[src/rtl/leaf_axis_adapter.sv]
// leaf_axis_adapter: bridges a leaf valid/ack interface to AXI-Stream in both
// directions. Receive side is a first-word-fall-through FIFO feeding m_axis;
// transmit side is a single holding register draining s_axis to the leaf.
// A rising edge of ap_start flushes both paths and the word counters.
// Optional macro LEAF_AXIS_TLAST_EN adds a beat counter that marks the last
// beat of each pkt_len-beat packet on m_axis_tlast.
module leaf_axis_adapter #(
    parameter int unsigned PAYLOAD_BITS = 32,
    parameter int unsigned FIFO_DEPTH   = 4
) (
    input  logic                    clk,
    input  logic                    reset,
    input  logic                    ap_start,
    input  logic [15:0]             pkt_len,
    input  logic [PAYLOAD_BITS-1:0] din_interface2user,
    input  logic                    vld_interface2user,
    output logic                    ack_user2interface,
    output logic [PAYLOAD_BITS-1:0] m_axis_tdata,
    output logic                    m_axis_tvalid,
    input  logic                    m_axis_tready,
    output logic                    m_axis_tlast,
    input  logic [PAYLOAD_BITS-1:0] s_axis_tdata,
    input  logic                    s_axis_tvalid,
    output logic                    s_axis_tready,
    output logic [PAYLOAD_BITS-1:0] dout_user2interface,
    output logic                    vld_user2interface,
    input  logic                    ack_interface2user,
    output logic [31:0]             rx_count,
    output logic [31:0]             tx_count
);

    localparam int unsigned PTR_W = (FIFO_DEPTH > 1) ? $clog2(FIFO_DEPTH) : 1;
    localparam int unsigned OCC_W = PTR_W + 1;
    localparam int unsigned LEN_W = 16;
    localparam int unsigned CNT_W = 32;

    logic [PAYLOAD_BITS-1:0] fifo_mem [FIFO_DEPTH];
    logic [PTR_W-1:0]        wr_ptr;
    logic [PTR_W-1:0]        rd_ptr;
    logic [OCC_W-1:0]        occupancy;

    logic                    tx_full;
    logic [PAYLOAD_BITS-1:0] tx_hold;

    logic [CNT_W-1:0]        rx_cnt;
    logic [CNT_W-1:0]        tx_cnt;

    logic                    start_q1;
    logic                    start_q2;
    logic                    flush_q;
    logic [LEN_W-1:0]        pkt_len_q;

    logic                    rx_push;
    logic                    rx_pop;
    logic                    tx_load;
    logic                    tx_deliver;

    // Handshake decode; ack and tvalid depend only on registered occupancy
    assign ack_user2interface  = (occupancy < OCC_W'(FIFO_DEPTH));
    assign m_axis_tvalid       = (occupancy != '0);
    assign m_axis_tdata        = fifo_mem[rd_ptr];
    assign rx_push             = vld_interface2user && ack_user2interface;
    assign rx_pop              = m_axis_tvalid && m_axis_tready;

    // Transmit side may accept a new word in the same cycle the old one leaves
    assign s_axis_tready       = !tx_full || ack_interface2user;
    assign tx_load             = s_axis_tvalid && s_axis_tready;
    assign tx_deliver          = tx_full && ack_interface2user;
    assign vld_user2interface  = tx_full;
    assign dout_user2interface = tx_hold;

    assign rx_count            = rx_cnt;
    assign tx_count            = tx_cnt;

    // ap_start rising-edge detect with a registered flush pulse
    always_ff @(posedge clk) begin
        if (reset) begin
            start_q1 <= 1'b0;
            start_q2 <= 1'b0;
            flush_q  <= 1'b0;
        end else begin
            start_q1 <= ap_start;
            start_q2 <= start_q1;
            flush_q  <= start_q1 && !start_q2;
        end
    end

    // Packet length captured at each flush
    always_ff @(posedge clk) begin
        if (reset) begin
            pkt_len_q <= '0;
        end else if (flush_q) begin
            pkt_len_q <= pkt_len;
        end
    end

    // Receive FIFO pointers and occupancy; flush wins over any transfer
    always_ff @(posedge clk) begin
        if (reset || flush_q) begin
            wr_ptr    <= '0;
            rd_ptr    <= '0;
            occupancy <= '0;
        end else begin
            if (rx_push) begin
                wr_ptr <= wr_ptr + PTR_W'(1);
            end
            if (rx_pop) begin
                rd_ptr <= rd_ptr + PTR_W'(1);
            end
            case ({rx_push, rx_pop})
                2'b10:   occupancy <= occupancy + OCC_W'(1);
                2'b01:   occupancy <= occupancy - OCC_W'(1);
                default: occupancy <= occupancy;
            endcase
        end
    end

    // Receive FIFO storage; contents need no reset since occupancy gates them
    always_ff @(posedge clk) begin
        if (rx_push && !flush_q && !reset) begin
            fifo_mem[wr_ptr] <= din_interface2user;
        end
    end

    // Transmit full flag: a load in the same cycle as delivery keeps it set
    always_ff @(posedge clk) begin
        if (reset || flush_q) begin
            tx_full <= 1'b0;
        end else if (tx_load) begin
            tx_full <= 1'b1;
        end else if (tx_deliver) begin
            tx_full <= 1'b0;
        end
    end

    // Transmit holding register
    always_ff @(posedge clk) begin
        if (tx_load && !flush_q && !reset) begin
            tx_hold <= s_axis_tdata;
        end
    end

    // Word counters, wrapping naturally at 2^32
    always_ff @(posedge clk) begin
        if (reset || flush_q) begin
            rx_cnt <= '0;
            tx_cnt <= '0;
        end else begin
            if (rx_push) begin
                rx_cnt <= rx_cnt + CNT_W'(1);
            end
            if (tx_deliver) begin
                tx_cnt <= tx_cnt + CNT_W'(1);
            end
        end
    end

`ifdef LEAF_AXIS_TLAST_EN
    logic [LEN_W-1:0] beat_cnt;
    logic             beat_last;

    // A zero packet length never marks a last beat
    assign beat_last    = (pkt_len_q != '0) && (beat_cnt == (pkt_len_q - LEN_W'(1)));
    assign m_axis_tlast = m_axis_tvalid && beat_last;

    // Beat counter advances on every pop and restarts after the last beat
    always_ff @(posedge clk) begin
        if (reset || flush_q) begin
            beat_cnt <= '0;
        end else if (rx_pop) begin
            if (beat_last) begin
                beat_cnt <= '0;
            end else begin
                beat_cnt <= beat_cnt + LEN_W'(1);
            end
        end
    end
`else
    logic unused_pkt_len_q;

    assign m_axis_tlast     = 1'b0;
    assign unused_pkt_len_q = ^pkt_len_q;
`endif

endmodule

[config.mk]
export PLATFORM = sky130hd
export DESIGN_NAME = leaf_axis_adapter
export DESIGN_NICKNAME = d
export VERILOG_FILES = /design/src/rtl/leaf_axis_adapter.sv
export SDC_FILE = /design/constraint.sdc
export NUM_CORES = 1
export LEC_CHECK = 0
export BUFFER_PORTS_ARGS = -buffer_cell sky130_fd_sc_hd__buf_2
export CAP_MARGIN = 20
export CORE_AREA = 5 5 166 208
export CTS_CLUSTER_DIAMETER = 50
export DETAILED_ROUTE_END_ITERATION = 7
export DIE_AREA = 0 0 171 213
export GPL_TIMING_DRIVEN = 0
export PLACE_DENSITY = 0.48
export SLEW_MARGIN = 15
export SYNTH_ARGS = -nofsm -noshare
export SYNTH_HDL_FRONTEND = slang
export SYNTH_SLANG_ARGS = --single-unit
[constraint.sdc]
create_clock -name clk -period 2.2 [get_ports clk]
set_input_delay 0.44 -clock clk [delete_from_list [all_inputs] [get_ports clk]]
set_output_delay 0.44 -clock clk [all_outputs]
set_load 0.02 [all_outputs]
# Word level (Yosys, flattened, before mapping)
# Memories as Yosys holds them, arrays and structs flattened. A register that Yosys moved wholly into a read port is not among the register bits.
# Index checks and enable logic that the tools add are counted.
# totals
register_bits	107
ram_bits	128
inputBits	87
out_inout_bits	133
elab_cells	45
memories	1
# classes
addsub	6
order_cmp	1
n_eq_ne	2
n_mux	7
n_reduce_logical	18
# mem_list
memory	words	width	rd	rd_ports_with_merged_regs	wr	line	text
fifo_mem	4	32	1	1	1	37	logic [PAYLOAD_BITS-1:0] fifo_mem [FIFO_DEPTH];
# op_table
cell	n
32-bit by 1-bit adder with 32-bit output, second input constant	2
1-bit logical AND	9
3-bit one-hot mux with 2 select lines	1
2-bit by 1-bit adder with 2-bit output, second input constant	2
1-bit logical NOT	4
1-bit 2-to-1 mux	4
2-bit 2-to-1 mux	2
2-bit nonzero test	2
3-bit by 1-bit adder with 3-bit output, second input constant	1
3-bit < comparator, second input constant	1
3-bit nonzero test	1
3-bit by 1-bit subtractor with 3-bit output, second input constant	1
2-bit by 1-bit == test with 1-bit output, second input constant	1
2-bit == test, second input constant	1
1-bit logical OR	2

# Depth between registers and ports, before layout
# Gate-level depths: netlist (run 1).
# logic_depth
ltp_word	6
depth_mapped	9

# Worst setup path before layout (run 1)
# No wires, ideal clock.
# synth_timing
path_kind	input port to flip-flop
from	input vld_interface2user
to	memory fifo_mem[0][0], enable pin
setup_ns	0.392
t_arrival_ns	1.825
path_slack_ns	-0.018
path_stages	3
n_path_buf	1
path_cell_list	nor2b_1 -> clkbuf_1 -> and3_1
# synth_via
elab_chain_cells	5
# synth_lines
item	line	text
from (decl)	16	input logic vld_interface2user,
1-bit logical AND	62	assign rx_push = vld_interface2user && ack_user2interface;
1-bit logical AND (2 in series)	120	if (rx_push && !flush_q && !reset) begin
1-bit 2-to-1 mux	120	
1-bit 2-to-1 mux (not written as such)	121	fifo_mem[wr_ptr] <= din_interface2user;
to (decl)	37	
# Every way passes these cells.

==> results of run 1 <==
-- state kept, by name, indices dropped and copies added (netlist names), named ones only --
register             cells
dout_user2interface     32
fifo_mem               128
flush_q                  1
occupancy                3
rd_ptr                   2
rx_count                32
start_q1                 1
start_q2                 1
tx_count                32
vld_user2interface       1
wr_ptr                   2
-- power by group through the flow --
stage	logic [W]	clock network (W)	registers [W]
after floorplan	0.00106	0	0.00516
after global routing	0.00192	0.00528	0.00508
after CTS	0.00178	0.00507	0.00507
final	0.00177	0.00489	0.00507
after global placement	0.00163	0	0.00513
after detailed placement	0.00164	0	0.00514
-- cells by family after synthesis --
logic type                 count (synthesis)
DFF                                      237
and+or+nand+nor                          192
AOI/OAI and AO/OA                         84
buffers and inverters                     46
muxes                                     35
xor gates and xnor gates                  26
adders and majority gates                  8
other                                      1
-- what timing repair did --
| item | 4_1_cts | 5_1_grt |
|---|---|---|
| hold buffers | 0 | 0 |
| cloned | 3 | 0 |
| pin swaps | 4 | 2 |
| buffers inserted | 1 | 4 |
| resized for setup | 40 | 10 |
| setup endpoints to repair | 207 | 53 |
-- cells in the mapped netlist, types with 2 or more instances --
master     number  area share (%)
nand3_1        19             1.0
or3_1           9            0.61
buf_1           5            0.20
mux4_2         32             7.8
o41ai_1         4            0.38
a31oi_1         4            0.27
nor2_1         38             1.5
a41o_1          4            0.43
ha_1            7            0.94
and2_1          4            0.27
clkbuf_1       17            0.69
nand2b_1        2            0.13
edfxtp_1      160              52
or4_1          24             1.9
nor3_1          3            0.16
nand4_2         2            0.27
mux2i_1         3            0.32
nand2_1        32             1.3
o31ai_1        23             1.9
nand4bb_1       2            0.24
a21oi_1        39             2.1
nand4_1        17             1.1
and4_1         11             1.0
nor2b_1         4            0.27
dfxtp_1        77              17
inv_1          17            0.69
buf_2           5            0.27
nor4_1          8            0.54
xor2_1         12             1.1
and3_1         11            0.74
o21ai_0         6            0.32
xnor2_1        14             1.3
-- cell type report --
type,instances,area (sq um)
Inverter,17,63.8
Tap cell,418,523
Fill cell,3122,20300
Clock buffer,31,733
Sequential cell,237,6350
Multi-Input combinational cell,349,2790
Buffer,28,186
Timing Repair Buffer,208,1100
Antenna cell,1,2.50
Clock inverter,21,256
-- per-layer routing --
metal	up-vias	GRT usage (%)	part of all wire [%]
met4	0	3.20	1.8
li1	2961	-	-
met1	3071	15.3	40
met5	-	0	0
met3	36	4.50	9.2
met2	211	22.3	49
-- per-stage QoR --
step	power (W)	utilization [%]	hold slack [ns]	setup TNS, ns	std cells
finish	0.0117	37.2	0.0470	-2.08	1310
global route	0.0123	37.2	0.0141	-4.54	1309
CTS	0.0119	37.0	0.00655	-4.50	1305
detailed placement	0.00677	33.5	0.379	-91.51	1250
global placement	0.00676	33.5	0.372	-107.44	1249
floorplan	0.00621	-	0.367	0	629
-- cell usage in the layout (no fill, tap or decap), types with 12 or more instances in the layout --
master / instances
a21oi_1: 39
buf_2: 198
clkbuf_1: 14
clkbuf_16: 29
dfxtp_1: 75
edfxtp_1: 160
inv_1: 17
mux4_2: 32
nand2_1: 32
nand3_1: 19
nand4_1: 17
nor2_1: 38
o31ai_1: 23
or4_1: 24
xnor2_1: 14
xor2_1: 12
-- critical path, stage by stage (launching register included) --
cell	delay [ns]
dfxtp_4	0.42
buf_12	0.17
mux4_2	0.52
buf_2	0.18
-- final timing paths --
check | to | slack, ns | depth (start not counted)
setup / recovery | m_axis_tdata[3] | -0.1 | 3
hold / removal | dout_user2interface[26] | 0.05 | 1
setup reg to reg | tx_count[30] | 0.14 | 5
hold reg to reg | flush_q | 0.39 | 1
==> flow_metrics.tcl, run 1 <==
set metrics [dict create \
    cp.required_ns 1.76 \
    cp-end-kind "output port" \
    synth_adder_area_share_pct 1.16 \
    grt_max_degree 33 \
    ys_ff_latch 237 \
    synthXorXnorAreaFrac_pct 2.46 \
    crit_fanout 10 \
    cts_buffers 29 \
    comb_power_share_pct 15.1 \
    num_rows 74 \
    leakagePower_nw 4.35 \
    worstMarginPinSlew_ns 0.679 \
    final_max_slew_viol_count 0 \
    clock_sinks 237 \
    drt_iter0_markers 290 \
    grt_overflow 0 \
    vias_per_cell 4.79 \
    syn_to_final_growth_pct 29.6 \
    reg2reg_from "tx_count[5]" \
    num_vias 6279 \
    clockBufferDepth 3 \
    switching_power_w 0.00302 \
    wl_per_cell_um 18.2 \
    place_area_sq_um 10800 \
    seq_area_frac_synth_pct 68.4 \
    grt_pass1_vias 6550 \
    die_h_um 213 \
    synthSimpleGateAreaFrac_pct 12.0 \
    synth_edf_count 160 \
    finalWirelength_um 23900 \
    power.internal_w 0.00870 \
    crit_type "reg2out" \
    fin_area_sq_um 12000 \
    synth-compound-area-share_pct 5.74 \
    synth_ff_type "edfxtp_1" \
    skew_ns 0.0121 \
    grt_pass1_wl_um 37100 \
    synth_area_sq_um 9270 \
    layout_setup_ws_ns -0.0979 \
    io_buffer_count 202 \
    cap_violations 0 \
    clkPwrFrac_pct 41.7 \
    p_seq_share_pct 43.2 \
    antenna_found_initial 0 \
    finalCritPeriodShare_pct 104 \
    grtUsageTotal_pct 12.9 \
    start_util_pct 28.7 \
    power_density_nw_per_um2 975 \
    ant_nets 0 \
    fin_crit_ns 2.30 \
    cts_tree "built" \
    drc_errors 0 \
    dieArea_sq_um 36400 \
    place_ws_ns -0.588 \
    synth_top_family_by_area "simple AND/OR/NAND/NOR gates" \
    worstSkewPairLatency_ns 0.56 \
    clk_pin_slew_worst_paths_ns 0.06 \
    critPathLaunchType "register" \
    maxSlewHeadroom_pct 54.8 \
    hold_viol 0 \
    layout-drive-gt1-share_pct 35.7 \
    muxShareOfSynthArea_pct 8.10 \
    yosysUniqueCellTypes 46 \
    core-area_sq_um 32300 \
    status "finished, violations left" \
    yosys_warnings 0 \
    drt_pass1_iterations 4 \
    ios 220 \
    peakVddDrop_mv 0.635 \
    htreeDepth 1 \
    min_from "s_axis_tdata[26]" \
    layout.nets 965 \
    hp-class "in2reg" \
    syn-num-nets 724 \
    setup_viol 32 \
    violations "setup timing" \
    place_congestion 0.712 \
    arrival_ns 1.86 \
    clock.fmax_mhz 435 \
    dp_hpwl_um 16000 \
    clockRootBuffer "clkbuf_16" \
    dieWidth_um 171 \
    switching_share_pct 25.8 \
    async_reset_ff_share_pct 0 \
    netlist_instances 629 \
    rsz0062_at_grt "yes" \
    syn_avg_cell_area_sq_um 14.7 \
]
Power figures use the tool's default switching activity.
==> inputs of run 2 (changes only) <==
--- a/config.mk
+++ b/config.mk
@@ -8,10 +8,10 @@
 export BUFFER_PORTS_ARGS = -buffer_cell sky130_fd_sc_hd__buf_2
 export CAP_MARGIN = 20
 export CORE_AREA = 5 5 166 208
-export CTS_CLUSTER_DIAMETER = 50
 export DETAILED_ROUTE_END_ITERATION = 7
 export DIE_AREA = 0 0 171 213
 export GPL_TIMING_DRIVEN = 0
+export MAX_ROUTING_LAYER = met4
 export PLACE_DENSITY = 0.48
 export SLEW_MARGIN = 15
 export SYNTH_ARGS = -nofsm -noshare
==> flow_metrics.tcl, run 2 (synthesis gave the netlist of run 1 again) <==
set metrics [dict create \
    status "finished, violations left" \
    violations "setup timing" \
    antenna_found_initial 0 \
    core-area_sq_um 32300 \
    fin_crit_ns 2.27 \
    clock_sinks 237 \
    grt_overflow 0 \
    largest-register "fifo_mem" \
    rsz0062_at_grt "yes" \
    cp_slowest_cell "mux4_2" \
    cts_buffers 26 \
    num_rows 74 \
    antenna-diode-count 0 \
    dieArea_sq_um 36400 \
    peakVddDrop_mv 0.587 \
    vias_per_cell 4.78 \
    ant_nets 0 \
    slowest_delay_ns 0.52 \
    final_cell_mix "buf_2 (198), edfxtp_1 (160), dfxtp_1 (75), a21oi_1 (39), nor2_1 (38)" \
    power_density_nw_per_um2 955 \
    dieWidth_um 171 \
    drt_pass1_iterations 4 \
    crit_fanout 10 \
    clockBufferDepth 3 \
    hold_viol 0 \
    syn_to_final_growth_pct 28.5 \
    cap_violations 0 \
    clockRootBuffer "clkbuf_16" \
    largest_reg_flops 128 \
    worstMarginPinSlew_ns 0.650 \
    cp.required_ns 1.76 \
    cp-end-kind "output port" \
    htreeDepth 1 \
    crit_family "multiplexers" \
    die_h_um 213 \
    clock.fmax_mhz 440 \
    io_buffer_count 202 \
    grt_pass1_vias 6531 \
    num_vias 6235 \
    timing.critical_path.cells "buf_12, mux4_2, buf_2" \
    ios 220 \
    wl_per_cell_um 18.1 \
    hp-class "in2reg" \
    crit_type "reg2out" \
    cp.buffers_inverters 2 \
    drt_iter0_markers 290 \
    worstSkewPairLatency_ns 0.54 \
    drc_errors 0 \
    arrival_ns 1.83 \
    layout.nets 961 \
    setup_viol 31 \
    fin_util_pct 36.9 \
    layout_commonest_cell "buf_2" \
    start_util_pct 28.7 \
    dp_hpwl_um 16000 \
    finalCritPeriodShare_pct 103 \
    cts_tree "built" \
    maxSlewHeadroom_pct 56.3 \
    critPathLaunchType "register" \
    finalWirelength_um 23700 \
    layout-drive-gt1-share_pct 35.2 \
    clk_pin_slew_worst_paths_ns 0.06 \
    leakagePower_nw 4.29 \
    grt_pass1_wl_um 36800 \
    place_congestion 0.720 \
    grt_max_degree 33 \
    layout_setup_ws_ns -0.0743 \
    skew_ns 0.0128 \
    grtUsageTotal_pct 13.1 \
    setup_tns_ns -1.34 \
    final_max_slew_viol_count 0 \
]
==> run 2: cell types whose count changed in the layout (fill, tap and decap cells not counted), sizes merged <==
cell	delta
buf	-2
clkinvlp	+3
inv	-7
clkbuf	+1
and3	-1
diode	-1
bufinv	+1
==> run 2: where the power goes <==
| group | internal, W | switching, W | leakage, nW | total (W) |
|---|---|---|---|---|
| combinational | 0.000811 | 0.000951 | 1.78 | 0.00176 |
| clock | 0.00276 | 0.00179 | 0.425 | 0.00455 |
| sequential | 0.00496 | 0.000103 | 2.08 | 0.00507 |
==> run 2: repair_timing <==
action	CTS	global route
hold buffers	0	0
cloned	2	0
gates resized for setup	36	17
pin swaps	3	1
endpoints found under the setup margin	205	71
buffers inserted	1	4
==> run 2: path summary, 6_finish.rpt <==
check,startpoint,end,slack [ns],cells past startpoint
max,register,m_axis_tdata[3],-0.07,3
max reg2reg,tx_count[5],tx_count[30],0.14,5
min reg2reg,start_q2,flush_q,0.39,1
min,s_axis_tdata[10],dout_user2interface[10],0.07,1
==> run 2: area by class of cell <==
class,instances,area (sq um)
Buffer,28,188
Clock inverter,18,229
Sequential cell,237,6350
Multi-Input combinational cell,348,2780
Clock buffer,30,666
Fill cell,3121,20400
Timing Repair Buffer,208,1110
Inverter,17,63.8
Tap cell,418,523
==> run 2: metrics by stage <==
stage,std cells,setup WS (ns),power [W],area [sq um],hold slack (ns)
finish,1304,-0.0743,0.0114,11900,0.0652
floorplan,629,0.0959,0.00621,9280,0.367
detailed placement,1250,-0.588,0.00677,10800,0.379
global route,1304,-0.151,0.0119,11900,0.0219
CTS,1300,-0.166,0.0115,11800,0.0195
global placement,1249,-0.860,0.00676,10800,0.372
==> run 2: per-layer routing <==
metal / share of wire, % / global-route usage, %
met1: 41 / 15.9
met2: 50 / 22.2
met3: 7.6 / 3.46
met4: 1.6 / 2.98
met5: 0 / -
==> inputs of run 3 (changes only) <==
--- a/config.mk
+++ b/config.mk
@@ -10,9 +10,9 @@
 export CORE_AREA = 5 5 166 208
 export DETAILED_ROUTE_END_ITERATION = 7
 export DIE_AREA = 0 0 171 213
-export GPL_TIMING_DRIVEN = 0
 export MAX_ROUTING_LAYER = met4
-export PLACE_DENSITY = 0.48
+export PLACE_DENSITY = 0.61
+export SETUP_SLACK_MARGIN = 0.2
 export SLEW_MARGIN = 15
 export SYNTH_ARGS = -nofsm -noshare
 export SYNTH_HDL_FRONTEND = slang
==> flow_metrics.tcl, run 3 (synthesis gave the netlist of run 1 again) <==
set metrics [dict create \
    status "finished, violations left" \
    violations "setup timing" \
    final_max_slew_viol_count 0 \
    cp-end-kind "output port" \
    ctsHoldBuffers 0 \
    worstRegToRegCells 4 \
    crit_fanout 7 \
    clk_pin_slew_worst_paths_ns 0.06 \
    finalWirelength_um 22500 \
    crit_family "multiplexers" \
    clockBufferDepth 3 \
    leakagePower_nw 4.40 \
    die_h_um 213 \
    finalCritPeriodShare_pct 105 \
    min_from "s_axis_tdata[1]" \
    critPathLaunchType "register" \
    wl_per_cell_um 17.3 \
    peakVddDrop_mv 0.587 \
    cap_violations 0 \
    grt_max_degree 33 \
    grt_overflow 0 \
    cp.buffers_inverters 2 \
    setup_viol 32 \
    cp_slowest_cell "mux4_2" \
    grt_pass1_wl_um 34400 \
    drt_iter0_markers 416 \
    worstSkewPairLatency_ns 0.53 \
    crit_type "reg2out" \
    crit-reg2reg-capture "tx_count[26]" \
    final_cell_mix "buf_2 (177), edfxtp_1 (160), dfxtp_1 (74), a21oi_1 (39), nor2_1 (38)" \
    rrSetupSlack_ns 0.32 \
    hold_viol 0 \
    place_congestion 0.761 \
    cp.required_ns 1.76 \
    largest-register "fifo_mem" \
    place_area_sq_um 11000 \
    holdPathEnd "dout_user2interface[1]" \
    start_util_pct 28.7 \
    power_density_nw_per_um2 942 \
    maxSlewHeadroom_pct 55.9 \
    reg2reg_from "tx_count[9]" \
    clock_sinks 237 \
    layout.nets 957 \
    drc_errors 0 \
    core-area_sq_um 32300 \
    dp_hpwl_um 15000 \
    fin_crit_ns 2.31 \
    rsz0062_at_grt "yes" \
    worstMarginPinSlew_ns 0.661 \
    syn_to_final_growth_pct 30.8 \
    num_vias 6136 \
    hp-class "in2reg" \
    grtUsageTotal_pct 12.1 \
    grt_pass1_vias 6231 \
    drt_pass1_iterations 5 \
    setup_tns_ns -2.52 \
    timing.critical_path.cells "buf_12, mux4_2, buf_6" \
    htreeDepth 1 \
    clockRootBuffer "clkbuf_16" \
    p_total_w 0.0114 \
    ant_nets 0 \
    layout-drive-gt1-share_pct 37.2 \
    dieArea_sq_um 36400 \
    arrival_ns 1.87 \
    slowest_delay_ns 0.54 \
    layout_commonest_cell "buf_2" \
    num_rows 74 \
    fin_area_sq_um 12100 \
    skew_ns 0.0106 \
    ios 220 \
    min_path_cells 1 \
    cts_tree "built" \
    dieWidth_um 171 \
    clock.fmax_mhz 433 \
    io_buffer_count 202 \
    fillers 3072 \
    largest_reg_flops 128 \
    vias_per_cell 4.71 \
    layout_setup_ws_ns -0.108 \
    antenna_found_initial 5 \
    cts_buffers 25 \
]
## run 3: cell count changes in the layout (fill, tap and decap cells not counted), sizes merged
cell,change
bufinv,-1
clkbuf,-20
inv,+3
and3,-2
clkinvlp,-1
buf,+16
diode,+5
## run 3: through the flow
stage               setup slack, ns  std cells  hold WS, ns  utilization (%)
finish                       -0.108       1304       0.0778             37.5
global route                 -0.177       1304       0.0423             37.5
CTS                          -0.149       1296       0.0410             37.1
detailed placement            0.120       1248        0.385             34.0
global placement              0.152       1248        0.371             34.0
floorplan                     0.221        629        0.367                -
## run 3: layout make-up
type / count / area [sq um] / area share [%]
Clock inverter: 19 / 221 / 1.83
Multi-Input combinational cell: 346 / 2760 / 22.7
Inverter: 17 / 63.8 / 0.526
Antenna cell: 5 / 12.5 / 0.103
Tap cell: 418 / 523 / 4.31
Clock buffer: 27 / 633 / 5.22
Sequential cell: 237 / 6350 / 52.4
Timing Repair Buffer: 235 / 1570 / 12.9
## run 3: how the worst max path moves through the flow
stage,start,end,slack [ns],cells past startpoint
final,register,m_axis_tdata[28],-0.11,3
after CTS,register,m_axis_tdata[4],-0.15,3
after global placement,vld_interface2user,rx_count[15],0.15,5
after floorplan,tx_count[5],tx_count[30],0.22,5
after detailed placement,vld_interface2user,rx_count[21],0.12,5
after global routing,register,m_axis_tdata[17],-0.18,3
## run 3: what timing repair did
item / 4_1_cts / 5_1_grt
setup buffers: 0 / 2
endpoints found under the setup margin: 32 / 47
gates cloned: 2 / 1
gates resized for setup: 32 / 28
pin swaps: 0 / 2
## run 3: worst reg2reg max path, cell delays in order, from the launching register on
cell and delay (ns):
dfxtp_1 0.41, nand4_2 0.18, or4_4 0.59, or4_1 0.50, a21oi_1 0.14
## run 3: power by group
part	internal, W	leakage (nW)	switching (W)	total [W]
logic	0.00100	1.91	0.000979	0.00198
registers	0.00496	2.08	0.000118	0.00508
clock network	0.00258	0.411	0.00179	0.00437
## run 3: per-layer routing
layer  track usage, %  up-vias  wire length (um)
met2             20.0      197             11000
met5                -        -                 0
met3             3.00       32              1730
li1                 -     2940                 -
met1             14.9     2967              9290
met4             3.50        0               452
